<file path="src/rtl/mem_port_arbiter.sv">
// mem_port_arbiter: two requesters share one synchronous-read memory port, round-robin with bounded bursts.
// Latency: gnt is combinational; the memory sees the access 1 cycle after grant; rvalid/rdata arrive 2 cycles after grant.
// Backpressure: requesters hold req until gnt; an owner keeps the port for at most HOLD_MAX grants while the other waits.
// Optional feature macro: ARB_STATS_EN builds the per-requester starvation counters wait_cnt0/wait_cnt1.
module mem_port_arbiter #(
  parameter int ADDR_W   = 15,
  parameter int DATA_W   = 16,
  parameter int HOLD_MAX = 4
) (
  input  logic              clk,
  input  logic              reset,
  input  logic              req0,
  input  logic              we0,
  input  logic [ADDR_W-1:0] addr0,
  input  logic [DATA_W-1:0] wdata0,
  input  logic              req1,
  input  logic              we1,
  input  logic [ADDR_W-1:0] addr1,
  input  logic [DATA_W-1:0] wdata1,
  output logic              gnt0,
  output logic              gnt1,
  output logic              rvalid0,
  output logic              rvalid1,
  output logic [DATA_W-1:0] rdata,
  output logic [ADDR_W-1:0] mem_addr,
  output logic [DATA_W-1:0] mem_din,
  output logic              mem_we,
  input  logic [DATA_W-1:0] mem_dout,
  output logic [15:0]       wait_cnt0,
  output logic [15:0]       wait_cnt1
);

  typedef enum logic [1:0] {
    IDLE = 2'd0,
    OWN0 = 2'd1,
    OWN1 = 2'd2
  } state_t;

  // Hold counter value at which a waiting requester takes the port over.
  localparam logic [3:0] CNT_TOP = 4'(HOLD_MAX - 1);

  state_t            state;
  logic [3:0]        cnt;
  logic              last;

  logic              sel_vld;
  logic              sel;
  logic              own_match;
  logic              sel_we;
  logic [ADDR_W-1:0] sel_addr;
  logic [DATA_W-1:0] sel_wdata;

  // Read-return tracking: stage 1 covers the memory access cycle, stage 2 the data cycle.
  logic              s1_vld;
  logic              s1_id;
  logic              s2_vld;
  logic              s2_id;

  // Pick at most one requester this cycle from the current owner, hold count and request levels.
  always_comb begin
    sel_vld = 1'b0;
    sel     = 1'b0;
    case (state)
      OWN0: begin
        if (req0) begin
          sel_vld = 1'b1;
          sel     = req1 && (cnt == CNT_TOP);
        end else if (req1) begin
          sel_vld = 1'b1;
          sel     = 1'b1;
        end
      end
      OWN1: begin
        if (req1) begin
          sel_vld = 1'b1;
          sel     = !(req0 && (cnt == CNT_TOP));
        end else if (req0) begin
          sel_vld = 1'b1;
          sel     = 1'b0;
        end
      end
      default: begin
        if (req0 && req1) begin
          sel_vld = 1'b1;
          sel     = !last;
        end else if (req0) begin
          sel_vld = 1'b1;
          sel     = 1'b0;
        end else if (req1) begin
          sel_vld = 1'b1;
          sel     = 1'b1;
        end
      end
    endcase
  end

  // Grants are suppressed while reset is held so nothing is accepted that would be lost.
  assign gnt0 = sel_vld && !sel && !reset;
  assign gnt1 = sel_vld &&  sel && !reset;

  // The selected requester keeps its run going only if it already owned the port.
  assign own_match = ((state == OWN0) && !sel) || ((state == OWN1) && sel);

  // Request fields of the selected requester, steered onto the memory registers.
  assign sel_we    = sel ? we1    : we0;
  assign sel_addr  = sel ? addr1  : addr0;
  assign sel_wdata = sel ? wdata1 : wdata0;

  // Ownership FSM: owner, burst length and last-served requester for round-robin.
  always_ff @(posedge clk or posedge reset) begin
    if (reset) begin
      state <= IDLE;
      cnt   <= 4'd0;
      last  <= 1'b1;
    end else if (sel_vld) begin
      state <= sel ? OWN1 : OWN0;
      last  <= sel;
      if (own_match) begin
        cnt <= (cnt >= CNT_TOP) ? CNT_TOP : cnt + 4'd1;
      end else begin
        cnt <= 4'd0;
      end
    end else begin
      state <= IDLE;
      cnt   <= 4'd0;
    end
  end

  // Memory port registers: load on grant; strobe drops on idle cycles, address/data hold.
  always_ff @(posedge clk or posedge reset) begin
    if (reset) begin
      mem_addr <= '0;
      mem_din  <= '0;
      mem_we   <= 1'b0;
    end else if (sel_vld) begin
      mem_addr <= sel_addr;
      mem_din  <= sel_wdata;
      mem_we   <= sel_we;
    end else begin
      mem_we   <= 1'b0;
    end
  end

  // Two-stage read tag pipeline matching the one-cycle register plus one-cycle memory read.
  always_ff @(posedge clk or posedge reset) begin
    if (reset) begin
      s1_vld <= 1'b0;
      s1_id  <= 1'b0;
      s2_vld <= 1'b0;
      s2_id  <= 1'b0;
    end else begin
      s1_vld <= sel_vld && !sel_we;
      s1_id  <= sel;
      s2_vld <= s1_vld;
      s2_id  <= s1_id;
    end
  end

  assign rvalid0 = s2_vld && !s2_id;
  assign rvalid1 = s2_vld &&  s2_id;
  assign rdata   = mem_dout;

`ifdef ARB_STATS_EN
  // Starvation counters: count cycles a request waits without a grant, saturating.
  always_ff @(posedge clk or posedge reset) begin
    if (reset) begin
      wait_cnt0 <= 16'd0;
      wait_cnt1 <= 16'd0;
    end else begin
      if (req0 && !gnt0 && (wait_cnt0 != 16'hFFFF)) begin
        wait_cnt0 <= wait_cnt0 + 16'd1;
      end
      if (req1 && !gnt1 && (wait_cnt1 != 16'hFFFF)) begin
        wait_cnt1 <= wait_cnt1 + 16'd1;
      end
    end
  end
`else
  assign wait_cnt0 = 16'd0;
  assign wait_cnt1 = 16'd0;
`endif

endmodule

</file>
<file path="config.mk">
export PLATFORM = sky130hd
export DESIGN_NAME = mem_port_arbiter
export DESIGN_NICKNAME = d
export VERILOG_FILES = /design/src/rtl/mem_port_arbiter.sv
export SDC_FILE = /design/constraint.sdc
export NUM_CORES = 1
export LEC_CHECK = 0
export ABC_CLOCK_PERIOD_IN_PS = 3100
export BUFFER_PORTS_ARGS = -buffer_cell sky130_fd_sc_hd__buf_4
export CAP_MARGIN = 25
export CORE_UTILIZATION = 44
export DETAILED_ROUTE_END_ITERATION = 7
export PLACE_DENSITY = 0.85
export SYNTH_ARGS = -nofsm -noshare
export SYNTH_HDL_FRONTEND = slang
export SYNTH_SLANG_ARGS = --single-unit
</file>
<file path="constraint.sdc">
create_clock -name clk -period 3.1 [get_ports clk]
set_input_delay 0.155 -clock clk [delete_from_list [all_inputs] [get_ports clk]]
set_output_delay 0.155 -clock clk [all_outputs]
set_load 0.01 [all_outputs]
</file>
==> flow_metrics.env <==
export IMPL_dr_total_vias=1760
export IMPL_fin_setup_tns_ps=0
export IMPL_fin_nets=378
export IMPL_violations="negative hold slack"
export IMPL_path_max_fanout=35
export IMPL_ys_seq_area_share_pct=47.3
export IMPL_drt_wirelength_per_cell_um=13.8
export IMPL_cts_tree="done"
export IMPL_placed_cells=351
export IMPL_cts_root_buf="clkbuf_8"
export IMPL_clk_latency_ps=300
export IMPL_required_ps=3270
export IMPL_gp_congestion=0.772
export IMPL_antenna_cells=0
export IMPL_synth_top_area_share_pct=46.2
export IMPL_cts_sinks=43
export IMPL_syn_area_per_cell_um2=11.2
export IMPL_rows=25
export IMPL_synth_async_reset_ratio_pct=100
export IMPL_coreArea_um2=4850
export IMPL_synth_area_um2=2280
export IMPL_final_cells=359
export IMPL_initial_core_util_pct=46.9
export IMPL_yosys_top_cells_count="48 x buf_4, 42 x dfrtp_1, 33 x and2_1"
export IMPL_critical_path_class="reg2reg"
export IMPL_synth_edf_count=0
export IMPL_ir_worst_vdd_uv=384
export IMPL_grt_total_usage_pct=18.5
export IMPL_maxCapViolations=0
export IMPL_clk_pin_slew_worst_paths_ps=80
export IMPL_fmax_mhz=471
export IMPL_slew_headroom_pct=64.0
export IMPL_synth_cells=203
export IMPL_postCtsSetupBuffers=0
export IMPL_fin_crit_sh_pct=68.5
export IMPL_grt_ovfl_total=0
export IMPL_drt_wl_total_um=4960
export IMPL_clock_skew_final_ps=12.9
export IMPL_utilization_pct=61.5
export IMPL_worstPathArrival_ps=2300
export IMPL_synth_area_leaders="dfrtp_1 46%, buf_4 16%, a221o_1 14%, and2_1 9.1%, buf_6 2.0%"
export IMPL_final_hold_viol_count=8
export IMPL_antenna_found_initial=0
export IMPL_synth_distinct_cells=31
export IMPL_first_pass_iters=4
export IMPL_cts_buffers=5
export IMPL_layout_drive_gt1_share_pct=41.1
export IMPL_grt_first_pass_wirelength_um=7630
export IMPL_ios=168
export IMPL_hpwl_um=3500
export IMPL_drc=0
export IMPL_hold_buffers=0
export IMPL_synth_warnings=0
export IMPL_yosysMostFrequentCell="buf_4"
export IMPL_hold_path_class="in2async"
export IMPL_max_slew_worst_pin_slew_ps=540
export IMPL_viasPerCell=4.90
export IMPL_cts_buffer_depth=2
export IMPL_endpoint_kind="flip-flop"
export IMPL_die_w_um=73.9
export IMPL_holdWs_ps=-2.72
export IMPL_postRouteAntennaNets=0
export IMPL_synth_top_area_cell="dfrtp_1"
export IMPL_grt_max_degree=45
export IMPL_layout_min_cycle_time_ps=2130
export IMPL_grt_pass1_vias=1696
export IMPL_cp_start_kind="flip-flop"
export IMPL_fp_dieH_um=73.9
export IMPL_synthToLayoutAreaGrowth_pct=31.1
export IMPL_setup_viol=0
export IMPL_cts_htree_levels=2
export IMPL_slew_violations=0
export IMPL_total_leakage_power_nw=1.51
export IMPL_ys_flop_type="dfrtp_1"
export IMPL_port_buffers=103
export IMPL_status="complete, but fails checks"
export IMPL_powerDensity_nw_per_um2=884
export IMPL_ctsResizeCount=0
export IMPL_drtIter0Drc=97
export IMPL_dieArea_um2=5460
export IMPL_rsz0062_at_grt="no"
export IMPL_synth_seq_cells=43
## state kept, by name, indices dropped and copies added (netlist names)
signal / flops
cnt: 4
last: 1
mem_addr: 15
mem_din: 16
mem_we: 1
s1_id: 1
s1_vld: 1
s2_id: 1
s2_vld: 1
state: 2
## layer usage
metal / GRT usage (%) / part of all wire [%] / vias to the layer above
met3: 5.76 / 7.6 / 4
met5: 0 / 0 / -
met1: 20.7 / 39 / 846
met4: 4.49 / 0.67 / 0
li1: - / - / 812
met2: 34.0 / 53 / 98
## power breakdown
part / total, mW / leakage (nW) / switching, mW / internal, mW
logic: 1.18 / 0.933 / 0.562 / 0.615
clock network: 0.508 / 0.0654 / 0.186 / 0.322
registers: 0.952 / 0.512 / 0.130 / 0.822
## path summary, 6_finish.rpt
| path | start | slack, ps | end | cells after the start |
|---|---|---|---|---|
| worst min register to register | s1_vld | 350 | s2_vld | 0 |
| worst max register to register | state[0] | 970 | mem_din[14] | 6 |
| max in group asynchronous | reset | 2730 | cnt[1] | 3 |
| worst min-delay path | reset | -3 | mem_din[15] | 3 |
| worst max-delay path | state[0] | 970 | mem_din[14] | 6 |
| min in group clk | wdata1[8] | 80 | mem_din[8] | 2 |
## per-stage QoR
step	area (um^2)	power [mW]	setup slack (ps)
floorplan	2400	1.70	1020
global placement	2850	2.11	1050
detailed placement	2850	2.15	993
CTS	2980	2.67	975
global route	2980	2.81	880
finish	2980	2.64	975
## area by class of cell
cell class	instances	area (um^2)
flip-flops and latches	43	1080
clock buffers	6	72.6
multi-input cells	128	867
well taps	67	83.8
repair buffers	106	796
fillers	426	1870
clock inverters	2	60.1
inverters	7	26.3
## layout by cell type (no fill, tap or decap), drive strengths merged, types with 2 or more instances in the layout
cell type	instances
a211oi	2
nand2	2
ha	3
a21oi	3
inv	7
and3	2
nor2b	2
buf	106
bufinv	2
dfrtp	42
nor3	2
nand3	2
and2	34
clkbuf	6
a221o	31
conb	34
## cell families (layout without fill, tap and decap cells)
logic type,count (synthesis),after routing,synth area share (%)
other cells,1,34,0.165
buf+inv,65,121,20.1
compound gates,42,42,17.2
fa+ha+maj,3,3,1.65
flops,43,43,47.3
simple gates,49,49,13.5
## critical path, stage by stage, from the launching register on
cell and delay [ps]:
dfrtp_1 350, inv_1 50, ha_1 330, or3_1 380
and3_4 210, and2_4 270, a221o_1 400
No activity file was read; power rests on OpenSTA's default activity.
